`src/rtl/dadda_cpa_pipe_pkg.sv`:
```
// Shared constants and types for the 8x8 Dadda multiplier datapath.
package dadda_cpa_pipe_pkg;
  localparam int W    = 16;
  localparam int HALF = W / 2;

  typedef logic [W-1:0] row_t;
endpackage

```
`src/rtl/dadda_cpa_pipe_rca_slice.sv`:
```
// Ripple-carry slice of one-bit full-adder cells, used once per pipeline stage.
import dadda_cpa_pipe_pkg::*;

module fa_cell (
  input  logic a,
  input  logic b,
  input  logic ci,
  output logic s,
  output logic co
);
  assign s  = a ^ b ^ ci;
  assign co = (a & b) | (ci & (a ^ b));
endmodule

module rca_slice #(
  parameter int HALF = 8
) (
  input  logic [HALF-1:0] a,
  input  logic [HALF-1:0] b,
  input  logic            cin,
  output logic [HALF-1:0] sum,
  output logic            cout
);
  logic [HALF:0] c;

  assign c[0] = cin;
  assign cout = c[HALF];

  // Bit i consumes c[i] and produces c[i+1]; the chain is the critical path.
  fa_cell u_fa [HALF-1:0] (
    .a  (a),
    .b  (b),
    .ci (c[HALF-1:0]),
    .s  (sum),
    .co (c[HALF:1])
  );
endmodule

```
`src/rtl/dadda_cpa_pipe.sv`:
```
// Two-stage pipelined carry-propagate adder closing the Dadda tree, with
// valid/ready on both sides.
import dadda_cpa_pipe_pkg::*;

module dadda_cpa_pipe #(
  parameter int W = dadda_cpa_pipe_pkg::W
) (
  input  logic         clk,
  input  logic         rst,
  input  logic [W-1:0] row_a,
  input  logic [W-1:0] row_b,
  input  logic         in_valid,
  output logic         in_ready,
  output logic [W-1:0] prod,
  output logic         ovf,
  output logic         out_valid,
  input  logic         out_ready
);
  localparam int HALF   = W / 2;
  localparam int STAGES = 2;

  logic [STAGES:1] vld_pipe;
  logic [HALF-1:0] lo_sum, a_hi, b_hi;
  logic            c_mid;
  logic [HALF-1:0] lo_nxt, hi_sum;
  logic            c_nxt, hi_cout;
  logic            s1_ready, s2_ready;

  assign s2_ready  = !vld_pipe[2] | out_ready;
  assign s1_ready  = !vld_pipe[1] | s2_ready;
  assign in_ready  = s1_ready;
  assign out_valid = vld_pipe[2];

  rca_slice #(.HALF(HALF)) u_lo (
    .a    (row_a[HALF-1:0]),
    .b    (row_b[HALF-1:0]),
    .cin  (1'b0),
    .sum  (lo_nxt),
    .cout (c_nxt)
  );

  rca_slice #(.HALF(HALF)) u_hi (
    .a    (a_hi),
    .b    (b_hi),
    .cin  (c_mid),
    .sum  (hi_sum),
    .cout (hi_cout)
  );

  always_ff @(posedge clk) begin
    if (rst) begin
      vld_pipe <= '0;
      lo_sum   <= '0;
      c_mid    <= 1'b0;
      a_hi     <= '0;
      b_hi     <= '0;
      prod     <= '0;
      ovf      <= 1'b0;
    end else begin
      // Data registers only load on a real transfer so a stalled stage holds.
      if (s1_ready) begin
        vld_pipe[1] <= in_valid;
        if (in_valid) begin
          lo_sum <= lo_nxt;
          c_mid  <= c_nxt;
          a_hi   <= row_a[W-1:HALF];
          b_hi   <= row_b[W-1:HALF];
        end
      end
      if (s2_ready) begin
        vld_pipe[2] <= vld_pipe[1];
        if (vld_pipe[1]) begin
          prod <= {hi_sum, lo_sum};
          ovf  <= hi_cout;
        end
      end
    end
  end
endmodule

```
`config.mk`:
```
export PLATFORM = sky130hd
export DESIGN_NAME = dadda_cpa_pipe
export DESIGN_NICKNAME = d
export VERILOG_FILES = /design/src/rtl/dadda_cpa_pipe_pkg.sv /design/src/rtl/dadda_cpa_pipe_rca_slice.sv /design/src/rtl/dadda_cpa_pipe.sv
export SDC_FILE = /design/constraint.sdc
export NUM_CORES = 1
export LEC_CHECK = 0
export CORE_MARGIN = 2
export CORE_UTILIZATION = 60
export CTS_BUF_LIST = sky130_fd_sc_hd__clkbuf_4 sky130_fd_sc_hd__clkbuf_8
export DETAILED_ROUTE_END_ITERATION = 10
export DONT_BUFFER_PORTS = 1
export PLACE_DENSITY_LB_ADDON = 0.08
export SETUP_SLACK_MARGIN = 0.4
export SLEW_MARGIN = 20
export SYNTH_ARGS = -nofsm -noshare
export SYNTH_HDL_FRONTEND = slang
export SYNTH_HIERARCHICAL = 1
export SYNTH_SLANG_ARGS = --single-unit
```
`constraint.sdc`:
```
create_clock -name clk -period 7.6 [get_ports clk]
set_clock_uncertainty 0.2 [all_clocks]
set_input_delay 2.28 -clock clk [delete_from_list [all_inputs] [get_ports clk]]
set_output_delay 2.28 -clock clk [all_outputs]
set_load 0.01 [all_outputs]
```
Word-level counts from Yosys, hierarchy flattened
Index checks and enable logic that the tools add are counted. W data, S select, Z words.

Bits in registers: 44. Latch bits: 0. Bits in writable memories: 0. Memory bits (read-only): 0. Input bits: 36. Output and inout bits: 19. Memories: 0.

Add/sub/neg operators: 0. Multipliers: 0. Div/mod/pow operators: 0. Magnitude comparators: 0. Equal/unequal tests: 0. Shifts and indexed selects: 0. Muxes and demuxes: 0. Bitwise logic cells: 79. Reductions and logical operators: 4.

Operators by type and width (count): $and A1 B1 Y1 (31); $xor A1 B1 Y1 (31); $or A1 B1 Y1 (17); $reduce_and A2 Y1 (2); $logic_not A1 Y1 (2).

Longest topological paths before layout
Depth after elaboration: 17. Gate-level depth with buffers: 10. Depth with buffers taken out: 10.

Modules after synthesis
The synthesis kept the hierarchy.

By module, submodules not included: dadda_cpa_pipe (instances 1, cells an instance 196, area an instance 1886.8 µm², seq. area each 880.8 µm²); fa_cell (instances 16, cells an instance 1, area an instance 20.0 µm², seq. area each 0.0 µm²).

Least setup slack after synthesis
Ideal clock, no wire load.

Kind: in2reg. Start: in row_a[0]. End: reg lo_sum[7]. Library setup time: 0.072 ns. Arrival: 5.608 ns. Data required time: 7.328 ns. Path slack: 1.720 ns. Stages on the path: 10. Path buffers: 0. Cells stage by stage: fa_1 > fa_1 > fa_1 > fa_1 > fa_1 > fa_1 > fa_1 > fa_1 > nand2b_1 > mux2i_1.

Word-level cells in the longest chain between the ends: 14.

RTL lines: start: declaration (line dadda_cpa_pipe.sv:10) `input logic [W-1:0] row_a,`; $and A1 B1 Y1 (2 in series) (line dadda_cpa_pipe_rca_slice.sv:12) `assign co = (a & b) | (ci & (a ^ b));`; $or A1 B1 Y1 (line dadda_cpa_pipe_rca_slice.sv:12); via u_lo.c[2] (line dadda_cpa_pipe_rca_slice.sv:24) `logic [HALF:0] c;`; $and A1 B1 Y1 (line dadda_cpa_pipe_rca_slice.sv:12); $or A1 B1 Y1 (line dadda_cpa_pipe_rca_slice.sv:12); via u_lo.c[3] (line dadda_cpa_pipe_rca_slice.sv:24); $and A1 B1 Y1 (line dadda_cpa_pipe_rca_slice.sv:12); $or A1 B1 Y1 (line dadda_cpa_pipe_rca_slice.sv:12); via u_lo.c[4] (line dadda_cpa_pipe_rca_slice.sv:24); [... 2 more ...]; via u_lo.c[5] (line dadda_cpa_pipe_rca_slice.sv:24); $and A1 B1 Y1 (line dadda_cpa_pipe_rca_slice.sv:12); $or A1 B1 Y1 (line dadda_cpa_pipe_rca_slice.sv:12); via u_lo.c[6] (line dadda_cpa_pipe_rca_slice.sv:24); $and A1 B1 Y1 (line dadda_cpa_pipe_rca_slice.sv:12); $or A1 B1 Y1 (line dadda_cpa_pipe_rca_slice.sv:12); via u_lo.c[7] (line dadda_cpa_pipe_rca_slice.sv:24); $xor A1 B1 Y1 (line dadda_cpa_pipe_rca_slice.sv:11) `assign s = a ^ b ^ ci;`; via lo_nxt[7] (line dadda_cpa_pipe.sv:25) `logic [HALF-1:0] lo_nxt, hi_sum;`; end signal: assignment (line dadda_cpa_pipe.sv:64) `lo_sum <= lo_nxt;`; end: declaration (line dadda_cpa_pipe.sv:23) `logic [HALF-1:0] lo_sum, a_hi, b_hi;`.

The timed path passes the listed nets, and every way through them passes these cells. A chain may end at the register's enable or synchronous reset.

Worst setup path after layout
Ends and elaborated chain as after synthesis.

==> metrics.md <==
| Metric | Value |
|---|---|
| Fin crit period | `5.687 ns` |
| Vias per cell | `5.394` |
| Hold depth | `2` |
| DRT Wirelength | `3.753 mm` |
| Nets | `254` |
| Critical path's top delay family | `adder cells` |
| Clk buf depth | `2` |
| R2R Setup Slk | `3.40 ns` |
| Crit end category | `flop` |
| Core Box Area | `3606 um^2` |
| Slew Limit Fails | `0` |
| GRT busiest layer | `met2` |
| Die H | `64.65 um` |
| Critical path peak fanout | `1` |
| Setup_tns | `0 ns` |
| Crit-path cells | `fa_1 > fa_1 > fa_1 > fa_1 > fa_1 > fa_1 > fa_1 > fa_1 > nand2b_1 > mux2i_1` |
| Final hold vios | `0` |
| Worst slew pin tran | `1.061 ns` |
| Vias in the first global route | `1399` |
| Leak pwr | `0.8617 nW` |
| Clk sinks | `44` |
| Worst reg2reg startpoint | `a_hi[0]` |
| Most used cell along the critical path | `fa_1` |
| CP max stage delay | `0.49 ns` |
| Slew HR | `29.06%` |
| Core Rows | `22` |
| CTS buffer count | `5` |
| CTS Hold Bufs | `0` |
| Grt met1 use | `25.06%` |
| Placed insts | `243` |
| CTS tree | `done` |
| Starting DRT DRC Count | `106` |
| Seq/Total Area, Yosys | `39.91%` |
| CTS-repair resized insts | `0` |
| IO Pins | `55` |
| Warnings, synthesis | `6` |
| Area after DPL | `2143 um^2` |
| Area Growth Syn to Fin | `1.304%` |
| CTS clk-pin slew, worst paths | `0.08 ns` |
| P per Cell Area | `204.3 nW/um^2` |
| Post-CTS setup buffers | `0` |
| Status | `finished clean` |
| Number of port buffers | `0` |
| Worst setup startpoint | `row_a[0]` |
| Max cap viols | `0` |
| Total Die Area | `4180 um^2` |
| Final instance area | `2236 um^2` |
| Max Clk Rate | `0.1758 GHz` |
| Netlist cell types | `19` |
| Crit start category | `input port` |
| Share of post-route cells with drive strength above 1 | `5.419%` |
| VDD IR-drop max | `119.5 uV` |
| Syn Std Cell Area | `2207 um^2` |
| Total track usage | `19.29%` |
| Syn_area_per_cell | `10.41 um^2` |
| EDFF count, synth | `0` |
| R2R cell count | `10` |
| Htree depth | `2` |
| Critical path arrival | `5.69 ns` |
| Final Setup Violations | `0` |
| M2 GR Usage | `31.90%` |
| Reg2reg end | `prod[15]` |
| Initial antenna violation count | `0` |
| RSZ-0062 raised after global routing | `false` |
| Worst setup path class | `input port to flop` |
| Ys async rst share | `0%` |
| CP Buf/Inv Count | `0` |
| Worst Hold Path EP | `lo_sum[0]` |
| DR DRC count | `0` |
| Critical Path RT | `7.61 ns` |
| Routed len/inst | `14.95 um` |
| Largest net degree at the start of global routing | `70` |
| First-pass GRT wire length | `6.175 mm` |
| Mapped Cells | `212` |
| Cell Count, Final, Fillers Out | `251` |
| Grt ovf | `0` |
| DIE WIDTH | `64.65 um` |
| Syn_nets | `264` |
| Worst path slowest cell | `fa_1` |
| Hold Crit Class | `flop to flop` |
| Met3 usage | `5.035%` |
| Final period util | `74.83%` |
| RePlAce Congestion | `0.7690` |
| Clock latency on the worst-skew pair | `0.28 ns` |
| Post-DRT Antenna Nets | `0` |
| TritonRoute pass-1 iters | `4` |
| Initial core utilization | `61.21%` |
| Antenna Diode Count | `0` |
| Root Driver | `clkbuf_8` |
| Seq cells post-synth | `44` |
| Routed vias | `1354` |
| HP Start | `lo_sum[0]` |
| Ys flop type | `dfxtp_1` |
registers in the layout, indices dropped and copies added, names as in the netlist:
| name | flops |
|---|---|
| vld_pipe | 2 |
| ovf | 1 |
| lo_sum | 8 |
| b_hi | 8 |
| c_mid | 1 |
| a_hi | 8 |
| prod | 16 |
layout by cell type, fill, tap and decap left out:
cell type / n
o21ai_1: 8
a21boi_4: 1
o21ai_0: 9
conb_1: 1
nor2b_4: 1
nand3_1: 17
clkbuf_8: 6
nor2_1: 1
inv_2: 1
fa_1: 16
dfxtp_1: 44
mux2i_1: 25
nand2_1: 1
nand2b_1: 51
clkinv_2: 2
a21oi_1: 19
cell families (layout without fill, tap and decap cells):
kind of cell / after synthesis / count (layout) / synth area share [%]
muxes: 25 / 25 / 11.34
AOI/OAI and AO/OA: 37 / 37 / 8.673
adders and majority gates: 16 / 16 / 14.51
DFF: 44 / 44 / 39.91
and+or+nand+nor: 71 / 71 / 19.27
buffers and inverters: 18 / 9 / 6.122
other: 1 / 1 / 0.1699
report_power, final:
| part | switching (W) | internal (W) |
|---|---|---|
| Sequential | 0.0000141 | 0.000246 |
| Clock | 0.0000724 | 0.0000725 |
| Combinational | 0.0000247 | 0.0000274 |
| Total | 0.000111 | 0.000346 |
tightest hold or removal path, cell delays in order (launching register included):
cell,delay (ns)
dfxtp_1,0.32
nand2b_1,0.07
mux2i_1,0.06
worst max path at each step:
stage / cells past startpoint / slack (ns) / endpoint
final: 10 / 1.91 / lo_sum[7]
after global routing: 10 / 1.76 / lo_sum[7]
after CTS: 10 / 1.91 / lo_sum[7]
after detailed placement: 10 / 1.61 / lo_sum[7]
after global placement: 10 / 1.70 / lo_sum[7]
after floorplan: 10 / 1.72 / lo_sum[7]
per-stage QoR:
stage	util (%)	total power [W]	setup WS, ns	hold WS (ns)
2_1_floorplan	-	0.0003110	1.720	0.2442
3_3_place_gp	59.44	0.0003139	1.698	0.2643
3_5_place_dp	59.44	0.0003179	1.615	0.2695
4_1_cts	62.01	0.0004628	1.909	0.2898
5_1_grt	62.01	0.0004818	1.760	0.3144
6_report	62.01	0.0004567	1.913	0.2881
cell usage after synthesis, types with 2 or more instances:
master / number / area share [%]
buf_12: 2 / 1.8
clkbuf_1: 5 / 0.85
buf_4: 4 / 1.4
buf_6: 2 / 1.0
buf_2: 4 / 0.91
mux2i_1: 25 / 11
dfxtp_1: 44 / 40
o21ai_0: 9 / 2.0
nand2b_1: 51 / 14
a21oi_1: 19 / 4.3
o21ai_1: 8 / 1.8
nand3_1: 17 / 3.9
fa_1: 16 / 15
layout make-up:
type / count / area (um^2)
Clock buffer: 6 / 82.58
Clock inverter: 2 / 10.01
Fill cell: 316 / 1370
Inverter: 1 / 3.754
Multi-Input combinational cell: 150 / 1199
Sequential cell: 44 / 880.8
Tap cell: 48 / 60.06
per-layer routing:
layer / part of all wire, % / vias to the layer above
met5: 0 / -
met2: 47 / 38
met4: 0.56 / 0
li1: - / 678
met3: 5.3 / 2
met1: 48 / 636
Power figures use the tool's default switching activity.
